## src/rtl/uart_pkg.sv

```systemverilog
// Shared constants for the UART buffering blocks.
// Latency: n/a (constants only).
// Backpressure: n/a.
package uart_pkg;

  // One UART-formatted frame: start + 8 data + stop.
  localparam int FRAME_W    = 10;
  // Default receive/transmit buffer depth, in frames.
  localparam int FIFO_DEPTH = 16;

endpackage : uart_pkg

```

## src/rtl/fifo_ram.sv

```systemverilog
// Storage array for uart_fifo: one synchronous write port, one asynchronous read port.
// Latency: write visible on the read port after the write edge; read is combinational.
// Backpressure: none; the owner gates the write enable.
module fifo_ram #(
  parameter int DATA_W = 10,
  parameter int DEPTH  = 16
) (
  input  logic                       clk,
  input  logic                       we,
  input  logic [$clog2(DEPTH)-1:0]   waddr,
  input  logic [DATA_W-1:0]          wdata,
  input  logic [$clog2(DEPTH)-1:0]   raddr,
  output logic [DATA_W-1:0]          rdata
);

  // Contents are deliberately not reset; validity is tracked by the owner's level.
  logic [DATA_W-1:0] mem [DEPTH];

  // Write port: store the incoming word at the write pointer.
  always_ff @(posedge clk) begin
    if (we) begin
      mem[waddr] <= wdata;
    end
  end

  // Read port is asynchronous so the head word falls through with no extra cycle.
  assign rdata = mem[raddr];

endmodule : fifo_ram

```

## src/rtl/uart_fifo.sv

```systemverilog
// First-word-fall-through frame FIFO with occupancy, peak and threshold flags.
// Latency: a word pushed at edge N is presented on odata (ovalid=1) right after edge N.
// Backpressure: iready drops only at level==DEPTH; both handshakes decode registered state only.
module uart_fifo
  import uart_pkg::*;
#(
  parameter int DATA_W    = FRAME_W,
  parameter int DEPTH     = FIFO_DEPTH,
  parameter int AF_THRESH = DEPTH - 2,
  parameter int AE_THRESH = 2
) (
  input  logic                       clk,
  input  logic                       reset,
  input  logic                       flush,
  input  logic                       ivalid,
  output logic                       iready,
  input  logic [DATA_W-1:0]          idata,
  output logic                       ovalid,
  input  logic                       oready,
  output logic [DATA_W-1:0]          odata,
  output logic [$clog2(DEPTH):0]     level,
  output logic [$clog2(DEPTH):0]     peak,
  output logic                       almost_full,
  output logic                       almost_empty
);

  localparam int AW = $clog2(DEPTH);
  localparam int LW = AW + 1;

  logic [AW-1:0] wr_ptr;
  logic [AW-1:0] rd_ptr;
  logic [LW-1:0] level_nxt;
  logic          push;
  logic          pop;
  logic          ram_we;

  // Handshake readiness comes from the registered level alone, so a pop in the
  // same cycle can never open the door for a push into a full FIFO.
  assign iready = (level != LW'(DEPTH));
  assign ovalid = (level != '0);

  assign push = ivalid && iready;
  assign pop  = ovalid && oready;

  // Nothing is written during a clear: the clear wins and storage is don't-care anyway.
  assign ram_we = push && !reset && !flush;

  assign almost_full  = (level >= LW'(AF_THRESH));
  assign almost_empty = (level <= LW'(AE_THRESH));

  // Occupancy after this edge; a simultaneous push and pop leaves it unchanged.
  always_comb begin
    level_nxt = level;
    case ({push, pop})
      2'b10:   level_nxt = level + LW'(1);
      2'b01:   level_nxt = level - LW'(1);
      default: level_nxt = level;
    endcase
  end

  // Pointer, level and peak registers; reset and flush clear identically.
  always_ff @(posedge clk) begin
    if (reset || flush) begin
      wr_ptr <= '0;
      rd_ptr <= '0;
      level  <= '0;
      peak   <= '0;
    end else begin
      if (push) begin
        wr_ptr <= wr_ptr + 1'b1;
      end
      if (pop) begin
        rd_ptr <= rd_ptr + 1'b1;
      end
      level <= level_nxt;
      if (level_nxt > peak) begin
        peak <= level_nxt;
      end
    end
  end

  fifo_ram #(
    .DATA_W (DATA_W),
    .DEPTH  (DEPTH)
  ) u_ram (
    .clk   (clk),
    .we    (ram_we),
    .waddr (wr_ptr),
    .wdata (idata),
    .raddr (rd_ptr),
    .rdata (odata)
  );

endmodule : uart_fifo

```

## config.mk

```make
export PLATFORM = sky130hd
export DESIGN_NAME = uart_fifo
export DESIGN_NICKNAME = d
export VERILOG_FILES = /design/src/rtl/uart_pkg.sv /design/src/rtl/fifo_ram.sv /design/src/rtl/uart_fifo.sv
export SDC_FILE = /design/constraint.sdc
export NUM_CORES = 1
export LEC_CHECK = 0
export BUFFER_PORTS_ARGS = -buffer_cell sky130_fd_sc_hd__buf_2
export CAP_MARGIN = 20
export CORE_UTILIZATION = 65
export CTS_BUF_LIST = sky130_fd_sc_hd__clkbuf_4 sky130_fd_sc_hd__clkbuf_8 sky130_fd_sc_hd__clkbuf_16
export DETAILED_ROUTE_END_ITERATION = 8
export PLACE_DENSITY = 0.84
export SETUP_SLACK_MARGIN = 0.4
export SYNTH_ARGS = -nofsm -noshare
export SYNTH_HDL_FRONTEND = slang
export SYNTH_HIERARCHICAL = 1
export SYNTH_SLANG_ARGS = --single-unit
```

## constraint.sdc

```tcl
create_clock -name clk -period 9.63 [get_ports clk]
set_clock_uncertainty 0.15 [all_clocks]
set_input_delay 1.926 -clock clk [delete_from_list [all_inputs] [get_ports clk]]
set_output_delay 1.926 -clock clk [all_outputs]
set_load 0.005 [all_outputs]
```

## Word-level counts from Yosys, hierarchy flattened

Memories as Yosys holds them, arrays and structs flattened. A register that Yosys moved wholly into a read port is not among the register bits.
Cells that the tools add are included.

- Memory bits (writable): 160
- Bits in registers: 18
- Logic and storage cells: 28
- Memories: 1

Memories:

| name | words | width | read ports | clocked after Yosys merged registers in | write ports | line | text |
|---|---|---|---|---|---|---|---|
| u_ram.mem | 16 | 10 | 1 | 1 | 1 | fifo_ram.sv:17 | `logic [DATA_W-1:0] mem [DEPTH];` |

- Magnitude comparators: 3
- Reduce and logical (&&, ||, !) cells: 8
- Equal/unequal tests: 3
- Add/sub/neg operators: 4
- Multiplexer cells: 5

Operator list:

| operator | number |
|---|---|
| $pmux 5 s2 | 1 |
| $add 4x1->4 const B | 2 |
| $mux 4 | 2 |
| $add 5x1->5 const B | 1 |
| $ge 5x4->1 const B | 1 |
| $gt 5x5->1 | 1 |
| $le 5x2->1 const B | 1 |
| $ne 5x5->1 const B | 1 |
| $reduce_bool 5->1 | 1 |
| $sub 5x1->5 const B | 1 |
| $logic_and 1x1->1 | 4 |
| $eq 2x1->1 const B | 1 |
| $eq 2x2->1 const B | 1 |
| $logic_not 1->1 | 2 |
| $mux 1 | 2 |
| $logic_or 1x1->1 | 1 |

## Longest topological paths before layout

- Word-level depth: 6
- Gate-level depth with buffers: 16

## By module

Netlist, hierarchy kept.

By module, submodules not included:

| module | cells each | area each (µm²) | times used | sequential area each (µm²) |
|---|---|---|---|---|
| fifo_ram | 269 | 6153.4 | 1 | 4804.6 |
| uart_fifo | 114 | 1067.3 | 1 | 360.3 |

## Worst setup path after synthesis

Ideal clock, no wire load.

- Path type: input -> register
- Start point: in oready
- End point: reg peak[3]
- Library setup time: 0.086 ns
- Stages: 14
- Arrival: 4.478 ns
- Setup slack: 4.916 ns
- Cells stage by stage: a21boi_4 > ha_1 > ha_1 > a21oi_1 > a21boi_0 > nor3_2 > xnor2_1 > inv_1 > ha_1 > and3_1 > a211oi_2 > a21o_2 > nor2_1 > a211oi_1

- Cells in the longest elaborated chain, start to end: 4
- Elaborated cells between the ends (all ways): 5
- Those cells by class: order compare: 1; eq/ne: 2; mux: 1; reduce/logical: 1

Ends and longest elaborated chain:

| element | line | text |
|---|---|---|
| start, declared | uart_fifo.sv:19 | `input logic oready,` |
| $logic_and 1x1->1 (*) | uart_fifo.sv:43 | `assign pop = ovalid && oready;` |
| $eq 2x1->1 or $eq 2x2->1 (tied branches) | uart_fifo.sv:54 | `case ({push, pop})` |
| $pmux 5 s2 (*) | uart_fifo.sv:54 |  |
| via level_nxt[4] | uart_fifo.sv:32 | `logic [LW-1:0] level_nxt;` |
| $gt 5x5->1 (*) | uart_fifo.sv:76 | `if (level_nxt > peak) begin` |
| end signal, assigned | uart_fifo.sv:77 | `peak <= level_nxt;` |
| end, declared | uart_fifo.sv:22 | `output logic [$clog2(DEPTH):0] peak,` |

Mark *: on every way through the listed nets, which the timed path passes. The rest lies on a longest branch.
A chain may end at the register's enable or synchronous reset.

==> reports/results.env <==
RESULT_OF_THE_RUN='finished, final reports clean'
HOLD-PATH-CELL-COUNT=2
POST-CTS-SETUP-BUFFER-COUNT=0
SEQ_AREA_FRAC_SYNTH_PCT=71.5
SYNTH_ENABLE_FLOP_CELLS=160
MAX_SLEW_MARGIN_PCT=23.5
CLK_PATH_BUF_DEPTH=2
GRT_MAX_DEGREE=44
DIEWIDTH_UM=107
TIMING.FINAL.SETUP_VIOLATIONS=0
NUMBER_OF_ANTENNA_VIOLATIONS_AT_THE_FIRST_CHECK_IN_GLOBAL_ROUTING=0
INITIAL_DRC_COUNT=343
POWER.DENSITY_nW_PER_UM2=205
FINAL_CELLS=587
TIMING.RR.START='level[0]$_SDFF_PP0_'
CTS_RESIZED=0
MIN_FROM='peak[0]$_SDFFE_PP0N_'
VIAS=3748
FIRST_PASS_GRT_WIRE_LENGTH_UM=21600
FIRSTDRTPASSITERS=5
REMAINING_DRC_ERRORS=0
IOS=39
FLOORPLAN.DIE_AREA_UM2=11500
STARTPOINT_TYPE='flop'
FILLER_CELL_COUNT=601
NUMCTSBUFFERS=17
CTS_TREE='done'
ANTENNADIODECOUNT=0
FINALSETUPTNS_NS=0
FLOW.AREA_GROWTH_FROM_SYNTHESIS_PCT=12.9
CRITICAL-PATH-TOP-DELAY-FAMILY='buffers and inverters'
HTREE_NUM_LEVELS=4
TIMING.FINAL.MAX_SLEW_VIOLATIONS=0
CLOCK-ROOT-BUFFER='sky130_fd_sc_hd__clkbuf_8'
FIRST_GLOBAL_VIAS=3839
WORSTPATHBUFFERINVERTERCOUNT=2
CRITICAL-PATH-SLOWEST-CELL='sky130_fd_sc_hd__mux4_1'
CRIT_CHAIN='buf_4 > mux4_1 > a22oi_1 > nand2_1 > buf_2'
GRT_USAGE_PCT=27.2
SYNTHFLOPTYPE='sky130_fd_sc_hd__edfxtp_1'
SYNTH.LIB_CELLS_USED.DISTINCT=47
TIMING.MAX_CAP.VIOLATIONS=0
CRIT_REQUIRED_NS=7.55
TIMING.CRITICAL_PATH.FANOUT_MAX=43
WL_PER_CELL_UM=24.4
MAX_STAGE_DELAY_NS=0.66
NUMBER_OF_SYNTHESIS_WARNINGS=6
TIMING.FMAX_MHz=210
FLOORPLAN.CORE_AREA_UM2=10800
SYNTH_ASYNC_SR_FLOP_SHARE_PCT=0
FINAL_UTIL_PCT=75.2
PORT_BUFFERS=38
TIMING.HOLD.WORST.CLASS='reg -> reg'
WORST_EP_ARRIVAL_TIME_NS=2.69
TIMING_WORST_SETUP_PATH_TYPE='reg -> out'
CRITICAL_PATH.ENDPOINT_TYPE='output pin'
FINAL_HOLD_VIOL_COUNT=0
RSZ0062_AT_GRT='false'
DP_CELLS=551
FP.DIEH_UM=107
TOTALWIRELENGTH_UM=14300
CLKLATENCYLATEPIN_NS=0.52
CLK_PIN_SLEW_WORST_PATHS_NS=0.07
MAX_SLEW.WORST_PIN.SLEW_NS=1.14
DETAILED_PLACE_HPWL_UM=8590
FIN_NETS=461
RR_ENDPOINT='peak[3]$_SDFFE_PP0N_'
SETUP.REG_TO_REG.WORST_SLACK_NS=5.55
SYNTHESIS.INSTANCES=383
TIMING.FINAL.CRIT_SHARE_PCT=49.5
MAPPEDNETLISTAREA_UM2=7220
WORST_IR_DROP_VDD_mV=0.163
POST-ROUTE-MIN-PERIOD_NS=4.76
ROUTE.DETAILED.VIAS_PER_INST=6.39
DRIVE_GT1_SHARE_PCT=26.8
WORST-R2R-CELL-COUNT=16
POWER_LEAKAGE_nW=2.74
SYN-MEAN-INSTANCE-AREA_UM2=18.9
DRT.ANTENNA.VIOLATING_NETS=0
TIMING.HOLD.WORST_ENDPOINT='peak[0]$_SDFFE_PP0N_'
GR-TOTAL-OVERFLOW=0
SYN_NETS=410
HOLD_FIX_BUFFER_COUNT_AFTER_CTS=0
PLACEMENTROWS=38
LAYOUT_COMMONEST_CELL='sky130_fd_sc_hd__edfxtp_1'
CTS_NUM_SINKS=178
START_UTIL_PCT=66.6
SYNTH-SEQ-CELLS=178
GPL.FINAL_WEIGHTED_CONGESTION=0.767
MOST-COMMON-LAYOUT-CELLS='160 x sky130_fd_sc_hd__edfxtp_1, 38 x sky130_fd_sc_hd__buf_2, 28 x sky130_fd_sc_hd__mux4_2'
-- synthesized netlist by cell type, types with 2 or more instances --
master | n | area, um2
sky130_fd_sc_hd__nor3_1 | 4 | 20.0
sky130_fd_sc_hd__o21ai_0 | 2 | 10.0
sky130_fd_sc_hd__and3_1 | 3 | 18.8
sky130_fd_sc_hd__mux4_2 | 28 | 631
sky130_fd_sc_hd__inv_1 | 6 | 22.5
sky130_fd_sc_hd__nor3b_1 | 3 | 22.5
sky130_fd_sc_hd__clkbuf_1 | 4 | 15.0
sky130_fd_sc_hd__a21oi_1 | 6 | 30.0
sky130_fd_sc_hd__mux4_1 | 12 | 315
sky130_fd_sc_hd__a22oi_1 | 20 | 150
sky130_fd_sc_hd__nor2b_1 | 5 | 31.3
sky130_fd_sc_hd__nor2_1 | 26 | 97.6
sky130_fd_sc_hd__mux2i_1 | 3 | 30.0
sky130_fd_sc_hd__nand3_1 | 6 | 30.0
sky130_fd_sc_hd__dfxtp_1 | 18 | 360
sky130_fd_sc_hd__edfxtp_1 | 160 | 4800
sky130_fd_sc_hd__nand2_4 | 2 | 22.5
sky130_fd_sc_hd__xnor2_1 | 3 | 26.3
sky130_fd_sc_hd__nand2_1 | 18 | 67.6
sky130_fd_sc_hd__nand3b_1 | 2 | 15.0
sky130_fd_sc_hd__nand2b_1 | 3 | 18.8
sky130_fd_sc_hd__buf_4 | 2 | 15.0
sky130_fd_sc_hd__buf_1 | 5 | 18.8
sky130_fd_sc_hd__buf_8 | 2 | 30.0
sky130_fd_sc_hd__xor2_1 | 5 | 43.8
sky130_fd_sc_hd__a211oi_1 | 4 | 30.0
sky130_fd_sc_hd__ha_1 | 11 | 138
-- cell type report --
class                           instances  area (um2)  share of cell area [%]
Sequential cell                       178        5170                    63.4
Multi-Input combinational cell        184        1940                    23.8
Clock buffer                           19         429                    5.26
Timing Repair Buffer                   47         273                    3.34
Tap cell                              140         175                    2.15
Clock inverter                         13         150                    1.84
Inverter                                6        22.5                   0.276
-- per-stage QoR --
step | setup WS (ns) | hold slack (ns) | power [mW] | area (um2)
after global routing | 4.68 | 0.373 | 1.72 | 8160
after CTS | 4.82 | 0.344 | 1.68 | 8110
after floorplan | 4.92 | 0.319 | 0.963 | 7220
final | 4.87 | 0.342 | 1.67 | 8160
after detailed placement | 4.48 | 0.322 | 1.01 | 7530
after global placement | 4.68 | 0.319 | 0.992 | 7530
-- cell families (layout without fill, tap and decap cells) --
family,count (synthesis),count (layout),share of synthesized area [%]
fa+ha+maj,12,12,2.18
mux,44,44,13.7
compound gates,39,39,4.02
simple gates,81,81,6.00
flops,178,178,71.5
xor+xnor,8,8,0.970
buf+inv,21,85,1.63
-- how the worst max path moves through the flow --
stage               slack (ns)              endpoint  cells past startpoint                   start
floorplan                 4.92  peak[3]$_SDFFE_PP0N_                     14                  oready
global placement          4.68  peak[3]$_SDFFE_PP0N_                     15                  oready
detailed placement        4.48  peak[1]$_SDFFE_PP0N_                     15                  oready
CTS                       4.82              odata[3]                      5  rd_ptr[0]$_SDFFE_PP0P_
global route              4.68  peak[3]$_SDFFE_PP0N_                     15                  oready
finish                    4.87              odata[3]                      5  rd_ptr[0]$_SDFFE_PP0P_
-- power by group --
part | switching, mW | total [mW] | internal [mW] | leakage (nW)
clock | 0.296 | 0.677 | 0.381 | 0.287
sequential | 0.00810 | 0.858 | 0.850 | 1.59
combinational | 0.0781 | 0.133 | 0.0551 | 0.867
total | 0.382 | 1.67 | 1.29 | 2.74
-- metal layers --
| layer | wire length, um | share of wire [%] | global-route usage, % | vias up |
|---|---|---|---|---|
| met5 | 0 | 0 | 0 | - |
| met4 | 82 | 0.57 | 6.85 | 0 |
| met3 | 868 | 6.1 | 7.14 | 8 |
| met2 | 7570 | 53 | 45.9 | 159 |
| met1 | 5790 | 40 | 35.8 | 1926 |
| li1 | - | - | - | 1655 |
-- sequential cells by signal, summed over array words and instances (netlist names) --
| register | cells |
|---|---|
| wr_ptr | 4 |
| rd_ptr | 4 |
| peak | 5 |
| u_ram/mem | 160 |
| level | 5 |
-- worst register-to-register path, cell delays in order (launching register included) --
cell and delay [ns]:
sky130_fd_sc_hd__dfxtp_1 0.42, sky130_fd_sc_hd__nor4_4 0.47, sky130_fd_sc_hd__nand2_4 0.11, sky130_fd_sc_hd__nand2_4 0.12
sky130_fd_sc_hd__ha_1 0.30, sky130_fd_sc_hd__ha_1 0.34, sky130_fd_sc_hd__a21oi_1 0.18, sky130_fd_sc_hd__a21boi_0 0.13
sky130_fd_sc_hd__nor3_2 0.18, sky130_fd_sc_hd__xnor2_1 0.18, sky130_fd_sc_hd__inv_1 0.07, sky130_fd_sc_hd__ha_1 0.32
sky130_fd_sc_hd__and3_1 0.19, sky130_fd_sc_hd__a211oi_2 0.26, sky130_fd_sc_hd__a21o_2 0.22, sky130_fd_sc_hd__nor2_1 0.07
sky130_fd_sc_hd__a211oi_1 0.27
No activity file was read; power rests on OpenSTA's default activity.
